==> src/rtl/eau_seq_pkg.sv <==
// rtl/eau_seq_pkg.sv - shared FSM encodings and step-direction constants for LSU address blocks
package eau_seq_pkg;

   typedef enum logic {
      EAU_IDLE = 1'b0,
      EAU_LOAD = 1'b1
   } eau_state_t;

   localparam logic EAU_ADD = 1'b0;
   localparam logic EAU_SUB = 1'b1;

   // Beat pointer width, never narrower than one bit so a single-beat build still elaborates.
   function automatic int eau_ptr_w(input int nbeat);
      return (nbeat > 1) ? $clog2(nbeat) : 1;
   endfunction

endpackage

==> src/rtl/eau_step.sv <==
// rtl/eau_step.sv - combinational post-modify adder/subtractor with carry/borrow out
module eau_step
   import eau_seq_pkg::*;
#(
   parameter int ADDR_W   = 16,
   parameter int STRIDE_W = 4
) (
   input  logic [ADDR_W-1:0]   a,
   input  logic [STRIDE_W-1:0] stride,
   input  logic                dir,
   output logic [ADDR_W-1:0]   nxt,
   output logic                cout
);

   logic [ADDR_W:0] ext_a;
   logic [ADDR_W:0] ext_s;
   logic [ADDR_W:0] res;

   assign ext_a = {1'b0, a};
   assign ext_s = {{(ADDR_W + 1 - STRIDE_W){1'b0}}, stride};

   // One extra bit holds the carry on add; on subtract it goes high exactly when stride > a.
   assign res  = (dir == EAU_SUB) ? (ext_a - ext_s) : (ext_a + ext_s);
   assign nxt  = res[ADDR_W-1:0];
   assign cout = res[ADDR_W];

endmodule

==> src/rtl/eau_seq.sv <==
// rtl/eau_seq.sv - effective-address unit: beat-wise shadow load, atomic commit, post-modify step
module eau_seq
   import eau_seq_pkg::*;
#(
   parameter int DATA_W   = 8,
   parameter int ADDR_W   = 16,
   parameter int STRIDE_W = 4
) (
   input  logic                clk,
   input  logic                rst,
   input  logic [DATA_W-1:0]   d,
   input  logic                ld,
   input  logic                step,
   input  logic                dir,
   input  logic [STRIDE_W-1:0] stride,
   input  logic                oe,
   output logic [ADDR_W-1:0]   q,
   output logic                valid,
   output logic                busy,
   output logic                wrap
);

   localparam int NBEAT = ADDR_W / DATA_W;
   localparam int PTR_W = eau_ptr_w(NBEAT);
   localparam logic [PTR_W-1:0] LAST = PTR_W'(NBEAT - 1);

   if ((ADDR_W % DATA_W) != 0 || NBEAT < 1) begin : g_chk
      $error("eau_seq: ADDR_W must be a positive multiple of DATA_W");
   end

   eau_state_t        state, state_nx;
   logic [PTR_W-1:0]  ptr, ptr_nx;
   logic [ADDR_W-1:0] addr;
   logic [ADDR_W-1:0] shadow, shadow_nx;
   logic [ADDR_W-1:0] addr_step;
   logic              carry;
   logic              commit;
   logic              step_en;

   eau_step #(
      .ADDR_W   (ADDR_W),
      .STRIDE_W (STRIDE_W)
   ) u_step (
      .a      (addr),
      .stride (stride),
      .dir    (dir),
      .nxt    (addr_step),
      .cout   (carry)
   );

   always_ff @(posedge clk) begin
      if (!rst) begin
         state  <= EAU_IDLE;
         ptr    <= '0;
         shadow <= '0;
         addr   <= '0;
         valid  <= 1'b0;
         wrap   <= 1'b0;
      end else begin
         state  <= state_nx;
         ptr    <= ptr_nx;
         shadow <= shadow_nx;
         wrap   <= step_en & carry;
         if (commit) begin
            addr  <= shadow_nx;
            valid <= 1'b1;
         end else if (step_en) begin
            addr <= addr_step;
         end
      end
   end

   // The committed value is the shadow with the final beat already merged in.
   always_comb begin
      state_nx  = state;
      ptr_nx    = ptr;
      shadow_nx = shadow;
      commit    = 1'b0;
      if (ld) begin
         shadow_nx[int'(ptr) * DATA_W +: DATA_W] = d;
      end
      case (state)
         EAU_IDLE: begin
            if (ld) begin
               if (NBEAT == 1) begin
                  commit = 1'b1;
               end else begin
                  ptr_nx   = PTR_W'(1);
                  state_nx = EAU_LOAD;
               end
            end
         end
         EAU_LOAD: begin
            if (ld) begin
               if (ptr == LAST) begin
                  commit   = 1'b1;
                  ptr_nx   = '0;
                  state_nx = EAU_IDLE;
               end else begin
                  ptr_nx = ptr + PTR_W'(1);
               end
            end
         end
         default: begin
            state_nx = EAU_IDLE;
            ptr_nx   = '0;
         end
      endcase
      step_en = step & valid & ~commit;
   end

   assign busy = (state == EAU_LOAD);
   assign q    = (oe && valid) ? addr : '0;

endmodule
==> config.mk <==
export PLATFORM = sky130hd
export DESIGN_NAME = eau_seq
export DESIGN_NICKNAME = d
export VERILOG_FILES = /design/src/rtl/eau_seq_pkg.sv /design/src/rtl/eau_step.sv /design/src/rtl/eau_seq.sv
export SDC_FILE = /design/constraint.sdc
export NUM_CORES = 1
export LEC_CHECK = 0
export CORE_MARGIN = 1
export CORE_UTILIZATION = 53
export DETAILED_ROUTE_END_ITERATION = 10
export PLACE_DENSITY = 0.8
export SLEW_MARGIN = 20
export SYNTH_ARGS = -nofsm -noshare
export SYNTH_HDL_FRONTEND = slang
export SYNTH_SLANG_ARGS = --single-unit
==> constraint.sdc <==
create_clock -name clk -period 3.5 [get_ports clk]
set_input_delay 0.7 -clock clk [delete_from_list [all_inputs] [get_ports clk]]
set_output_delay 0.7 -clock clk [all_outputs]
set_load 0.01 [all_outputs]
# == Word level (Yosys, flattened, before mapping) ==
# Cells that the tools add are included.
# Widths: inputs -> output; s select.
# totals
ff_bits,36
input_bits,18
output_inout_bits,19
wordCells,39
# op_classes
add_sub_neg,4
n_eq_ne,2
n_shift,2
mux,17
bitwise,5
n_reduce_logical,3
# op_table
operator,count
$mux 16,4
$neg 4->33,1
$shift 8x33->16 const A,1
$shiftx 8x33->16,1
$add 16x4->17,1
$mux 17,1
$sub 16x4->17,1
$bwmux 16,1
$mux 1,9
$ne 2x2->1 const B,2
$pmux 1 s2,2
$and 1x1->1,3
$not 1->1,2
$reduce_and 2->1,1
$reduce_bool 2->1,1
$add 1x1->1 const B,1
$logic_and 1x1->1,1

# == Logic depth before layout (Yosys ltp) ==
# Gate-level depths: netlist of run 1.
# logic_depth
word_depth,7
depth_mapped,11
ltp_nobuf,11

# == Cells and area by module ==
# From an unflattened synthesis of run 1, not the netlist that was laid out.
# hier_totals
hier_cells,300
hier_area_um2,2235.9
# by_module_without_submodules
module,n_inst,cells_per_inst,area_per_inst_um2,seq_area_each_um2
eau_seq,1,152,1233.7,560.5
eau_step,1,148,1002.2,0.0

# == Worst setup path after synthesis of run 1 ==
# OpenSTA, ideal clock, no wires.
# synth_path
path_type,input-to-reg
start,input stride[0]
end,register wrap
setup_time_ps,121
arrival_ps,2742
required_time_ps,3379
setup_slack_ps,636
stages,10
n_path_buf,0
path_cell_list,inv_1 -> ha_1 -> mux2i_1 -> fa_1 -> a21o_1 -> a21oi_2 -> o31ai_4 -> a221oi_4 -> o31ai_2 -> mux2_4
# synth_between
elab_chain_cells,3
word_cells_on_any_way,4
classes_between,add/sub: 2; mux: 1; bitwise: 1
# synth_rtl
item,line,text
from (decl),eau_seq.sv:15,"input logic [STRIDE_W-1:0] stride,"
$add 16x4->17 or $sub 16x4->17 (tied branches),eau_step.sv:23,assign res = (dir == EAU_SUB) ? (ext_a - ext_s) : (ext_a + ext_s);
$mux 17 *,eau_step.sv:23,
$and 1x1->1 *,eau_seq.sv:63,wrap <= step_en & carry;
to (signal assigned),eau_seq.sv:63,
to (decl),eau_seq.sv:20,output logic wrap
# Every way passes the cells marked *; elsewhere a longest branch is shown, timed or not.
# A chain may end at the register's enable or synchronous reset.

# == Worst setup path in the final report of run 1 ==
# layout_path
start,input stride[0]
end,register addr[15]
# layout_between
elab_chain_cells,4
word_cells_on_any_way,5
classes_between,add/sub: 2; mux: 3
# layout_rtl
item,line,text
$add 16x4->17 or $sub 16x4->17 (tied branches),eau_step.sv:23,
$mux 17 *,eau_step.sv:23,
$mux 16 *,eau_seq.sv:67,end else if (step_en) begin
$mux 16 *,eau_seq.sv:64,if (commit) begin
to (signal assigned),eau_seq.sv:65,addr <= shadow_nx;
to (signal assigned),eau_seq.sv:68,addr <= addr_step;
to (decl),eau_seq.sv:33,logic [ADDR_W-1:0] addr;
# Every way passes the cells marked *; elsewhere a longest branch is shown, timed or not. The select of a mux whose other input is x is not followed.

==> results of run 1 <==
-- synth_stat cells (6+ instances only) --
| cell type | n | area (sq um) |
|---|---|---|
| a21oi_1 | 18 | 90.09 |
| ha_1 | 20 | 250.2 |
| inv_1 | 9 | 33.78 |
| mux2i_1 | 14 | 140.1 |
| dfxtp_1 | 28 | 560.5 |
| xnor2_1 | 7 | 61.31 |
| nor2_1 | 23 | 86.33 |
| and3_1 | 20 | 125.1 |
| clkbuf_1 | 11 | 41.29 |
| nand3_1 | 8 | 40.04 |
| o21ai_0 | 12 | 60.06 |
| nand2_1 | 18 | 67.56 |
| nor2b_1 | 6 | 37.54 |
-- power by group through the flow --
stage | clock network (uW) | logic (uW) | registers [uW]
after global routing | 278 | 231 | 348
after detailed placement | 0 | 207 | 353
after CTS | 267 | 210 | 346
after floorplan | 0 | 144 | 349
final | 264 | 212 | 346
after global placement | 0 | 205 | 353
-- area by class of cell --
class	count	area [sq um]	area share
clock buffers	3	41.29	0.01563
clock inverters	1	30.03	0.01136
inverters	10	37.54	0.01420
multi-input cells	209	1485	0.5620
flip-flops and latches	28	560.5	0.2121
well taps	48	60.06	0.02273
repair buffers	45	427.9	0.1619
-- layer usage --
metal | wire length [microns] | vias up | global-route usage
met3 | 359 | 8 | 0.04861
met5 | 0 | - | 0
li1 | - | 1024 | -
met2 | 2553 | 81 | 0.4523
met1 | 2539 | 956 | 0.3618
met4 | 72 | 0 | 0.07065
-- critical path: stages --
cell and delay [ns]:
clkdlybuf4s50_1 0.50, inv_1 0.05, ha_1 0.21, a21o_1 0.24, ha_1 0.39, a21oi_1 0.17, o21ai_0 0.22, o41ai_1 0.37
a21oi_1 0.09, xnor2_1 0.23, o221ai_1 0.14
-- kinds of logic (layout without fill, tap and decap cells) --
logic type / Yosys count / in the layout / synth area share
compound gates: 72 / 72 / 0.2403
xor+xnor: 11 / 11 / 0.04513
fa+ha+maj: 21 / 21 / 0.1266
buf+inv: 23 / 59 / 0.04162
flops: 28 / 28 / 0.2626
mux: 15 / 15 / 0.07268
simple gates: 90 / 90 / 0.2110
-- sequential cells by signal, summed over array words and instances, names as in the netlist --
register and count:
addr 16, busy 1, ptr 1, shadow 8, valid 1, wrap 1
-- path summary, 6_finish.rpt --
kind	startpoint	end	slack, ns	depth (start not counted)
setup reg to reg	addr[0]$_SDFFE_PN0P_	wrap$_SDFF_PN0_	1.14	10
hold / removal	ptr$_SDFFE_PN0P_	ptr$_SDFFE_PN0P_	0.51	2
hold reg to reg	ptr$_SDFFE_PN0P_	ptr$_SDFFE_PN0P_	0.51	2
setup / recovery	stride[0]	addr[15]$_SDFFE_PN0P_	0.33	11
-- stage by stage --
step / std cells / instance area (sq um) / setup slack [ns] / hold WS (ns)
finish: 344 / 2643 / 0.3299 / 0.5098
global route: 344 / 2643 / 0.1040 / 0.5573
CTS: 344 / 2643 / 0.3082 / 0.5119
detailed placement: 340 / 2571 / 0.01811 / 0.4949
global placement: 340 / 2571 / 0.04204 / 0.4833
floorplan: 260 / 2135 / 0.6364 / 0.4770
==> impl_metrics.yaml, run 1 <==
timing:
  fin_skew_ns: 0.001887
  drv_slew: 0
  rsz0062_at_grt: "false"
  relSlewSlack: 0.5879
  hold_violations: 0
  fmax_ghz: 0.3155
  setup_viol: 0
  fin_crit_sh: 0.9057
  fin_setup_tns_ns: 0
  period_needed_ns: 3.170
  worst_pin_slew_ns: 0.6173
synth:
  synth.distinct_cells: 46
  ys_seq_area_frac: 0.2626
  synthArstFlopShare: 0
  synth_edf_count: 0
  ys_ff_latch: 28
  yosysWarnings: 0
  synth_cells: 260
  syn_area_sq_mm: 0.002135
  synth.avg_cell_area_sq_um: 8.210
  ys.flop_type: "dfxtp_1"
  syn-num-nets: 299
power_and_ir_drop:
  peakVddDrop_uv: 302.0
  switching_power_uw: 238.3
  p_leak_uw: 0.001147
  p_sw_frac: 0.2899
  clkPwrFrac: 0.322
  power_uw: 822.2
  p_int_uw: 583.9
  seqPwrFrac: 0.421
  power_density_mw_per_mm2: 311.1
  pwr-share-comb: 0.257
clock_tree:
  hold_buffers: 0
  clk_latency_ns: 0.28
  htree_num_levels: 1
  post-cts-setup-buffer-count: 0
  cts_buffers: 3
  postCtsResizedCells: 0
  clk_pin_slew_worst_paths_ns: 0.10
  cts.sinks: 28
  clock-root-buffer: "clkbuf_8"
  cts_tree: "done"
  ctsLongestPathBuffers: 2
job:
  max_cap_violations: 0
place:
  dpl.hpwl_mm: 4.199
  io_buffers: 36
  place.gp.congestion: 0.9123
setup_path:
  cp.required_ns: 3.66
  worstSetupStartpointType: "primary input"
  crit_type: "in -> reg"
  path_max_fanout: 6
  critPathCaptureType: "flip-flop"
  arrival_ns: 3.33
route:
  first_pass_iters: 5
  wl_per_cell_microns: 16.06
  first_iter_violations: 175
  ant_nets: 0
  vias: 2069
  totalWireLength_mm: 5.525
  drc: 0
  via_per_inst: 6.015
layout:
  drive_gt1_frac: 0.07432
  final_cell_mix: "clkdlybuf4s50_1 (36), dfxtp_1 (28), nor2_1 (23)"
  final_common_cell: "clkdlybuf4s50_1"
  num-fill-cells: 321
  final_util: 0.7007
  area_growth_pct: 23.80
  antenna_cells: 0
  nets: 336
die:
  io_pins: 37
  dieArea_sq_mm: 0.004285
  die_h_microns: 65.46
  coreArea_sq_mm: 0.003771
  start_util: 0.5660
  die_w_microns: 65.46
  rows: 22
global_routing:
  grt_usage: 0.2726
  grt_start_max_net_pins: 21
  antenna_found_initial: 0
  grt_pass1_vias: 1915
  grt_pass1_wl_mm: 8.901
  grt_overflow_total: 0
status:
  run_status: "finished, final reports clean"
worst_hold_path:
  hp-class: "reg -> reg"
Power figures use the tool's default switching activity.
==> inputs of run 2 (changes only) <==
- GPL_ROUTABILITY_DRIVEN: not set -> 0
==> results of run 2 <==
No change in the layout: final DEF, timing and power equal those of run 1.
==> inputs of run 3 (changes only) <==
- ABC_CLOCK_PERIOD_IN_PS: not set -> 3500
- CELL_PAD_IN_SITES_DETAIL_PLACEMENT: not set -> 0
- CELL_PAD_IN_SITES_GLOBAL_PLACEMENT: not set -> 2
- CORE_UTILIZATION: 53 -> 31
- GPL_TIMING_DRIVEN: not set -> 1
- PLACE_DENSITY: 0.8 -> 0.79
==> impl_metrics.yaml, run 3 (synthesis gave the netlist of run 1 again) <==
clock_tree:
  hold_buffers: 0
  htree_num_levels: 1
  post-cts-setup-buffer-count: 0
  clock-root-buffer: "clkbuf_8"
  cts_tree: "done"
  postCtsResizedCells: 0
  clk_pin_slew_worst_paths_ns: 0.11
  ctsLongestPathBuffers: 2
  clk_latency_ns: 0.29
  cts_buffers: 3
  cts.sinks: 28
route:
  totalWireLength_mm: 6.335
  wl_per_cell_microns: 16.50
  via_per_inst: 5.362
  first_pass_iters: 7
  vias: 2059
  drc: 2
  first_iter_violations: 86
  ant_nets: 0
power_and_ir_drop:
  power_density_mw_per_mm2: 304.4
  p_leak_uw: 0.001198
  p_sw_frac: 0.2937
  p_int_uw: 593.8
  switching_power_uw: 246.9
  clkPwrFrac: 0.319
  pwr-share-comb: 0.269
  seqPwrFrac: 0.412
  peakVddDrop_uv: 163.7
global_routing:
  grt_usage: 0.1832
  grt_pass1_vias: 1991
  grt_pass1_wl_mm: 10.18
  grt_start_max_net_pins: 21
  grt_overflow_total: 0
  antenna_found_initial: 0
timing:
  holdWs_ns: 0.5034
  worst_pin_slew_ns: 0.7053
  fmax_ghz: 0.3118
  period_needed_ns: 3.207
  setup_viol: 0
  rsz0062_at_grt: "false"
  fin_setup_tns_ns: 0
  fin_skew_ns: 0.009535
  hold_violations: 0
  relSlewSlack: 0.5292
  fin_crit_sh: 0.9164
  drv_slew: 0
job:
  max_cap_violations: 0
setup_path:
  crit_type: "in -> reg"
  arrival_ns: 3.38
  path_max_fanout: 3
  worstSetupStartpointType: "primary input"
  cp.required_ns: 3.67
  critPathCaptureType: "flip-flop"
  rrSetupSlack_ns: 1.12
  endpoint: "addr[12]$_SDFFE_PN0P_"
  rr_endpoint: "addr[12]$_SDFFE_PN0P_"
  r2r-start: "addr[0]$_SDFFE_PN0P_"
  worstRegToRegCells: 11
  crit_path_start: "stride[0]"
die:
  dieArea_sq_mm: 0.007222
  die_h_microns: 84.98
  rows: 29
  io_pins: 37
  die_w_microns: 84.98
  coreArea_sq_mm: 0.006495
  start_util: 0.3286
layout:
  final_cell_mix: "clkdlybuf4s50_1 (36), dfxtp_1 (28), nor2_1 (23)"
  finalNonFillerCells: 384
  area_growth_pct: 29.37
  drive_gt1_frac: 0.1075
  largestRegisters: "addr (16), shadow (8)"
  final_common_cell: "clkdlybuf4s50_1"
  largest_reg_flops: 16
  largest-register: "addr"
  final_util: 0.4252
  design_area_sq_mm: 0.002761
  nets: 347
  antenna_cells: 0
place:
  dp_cells: 380
  dpl.hpwl_mm: 4.908
  place_area_sq_mm: 0.002690
  io_buffers: 36
status:
  run_status: "finished with violations"
  failed_checks: "DRC"
worst_hold_path:
  min_path_cells: 2
  hp-class: "reg -> reg"
run 3: cell count changes in the layout (fill, tap and decap cells not counted):
cell	previous run	this run
buf_4	9	20
run 3: worst min-delay path by stage:
| stage | startpoint | endpoint | slack (ns) |
|---|---|---|---|
| after global placement | ptr$_SDFFE_PN0P_ | ptr$_SDFFE_PN0P_ | 0.49 |
| after floorplan | shadow[0]$_SDFF_PN0_ | shadow[0]$_SDFF_PN0_ | 0.48 |
| final | busy$_SDFF_PN0_ | busy$_SDFF_PN0_ | 0.50 |
| after detailed placement | busy$_SDFF_PN0_ | busy$_SDFF_PN0_ | 0.49 |
| after CTS | busy$_SDFF_PN0_ | busy$_SDFF_PN0_ | 0.51 |
| after global routing | ptr$_SDFFE_PN0P_ | ptr$_SDFFE_PN0P_ | 0.54 |
run 3: final cells by class:
type                    count  area [sq um]
inverters                  10         37.54
multi-input cells         209          1485
clock buffers               3         41.29
repair buffers             56         510.5
flip-flops and latches     28         560.5
clock inverters             1         30.03
fillers                   658          3734
well taps                  77         96.34
run 3: critical path, cell delays in order:
cell and delay (ns):
clkdlybuf4s50_1 0.51, inv_1 0.06, ha_1 0.27, mux2i_1 0.11, fa_1 0.46, a21o_1 0.21
a21oi_2 0.24, o31ai_4 0.12, a221oi_4 0.29, buf_4 0.17, xor2_1 0.16, o22ai_1 0.08
run 3: power by group through the flow:
stage          Sequential (uW)  Clock, uW  Combinational (uW)
2_1_floorplan              349          0                 144
3_3_place_gp               354          0                 225
3_5_place_dp               354          0                 225
4_1_cts                    346        276                 227
5_1_grt                    349        283                 254
6_report                   346        268                 226
run 3: per-stage QoR:
step                      total power, uW  worst slack (ns)
after floorplan                     492.8            0.6364
after global placement              579.1           0.05978
after detailed placement            578.7          -0.02845
after CTS                           849.6            0.2898
after global routing                885.8            0.1055
final                               840.6            0.2926
run 3: per-layer routing:
layer  share of wire  track usage  vias to the layer above  wire length [microns]
li1                -            -                     1046                      -
met1            0.50       0.2579                      972                   3158
met2            0.46       0.2955                       37                   2895
met3           0.038      0.02821                        4                    239
met4          0.0066      0.04006                        0                     42
met5               0            0                        -                      0
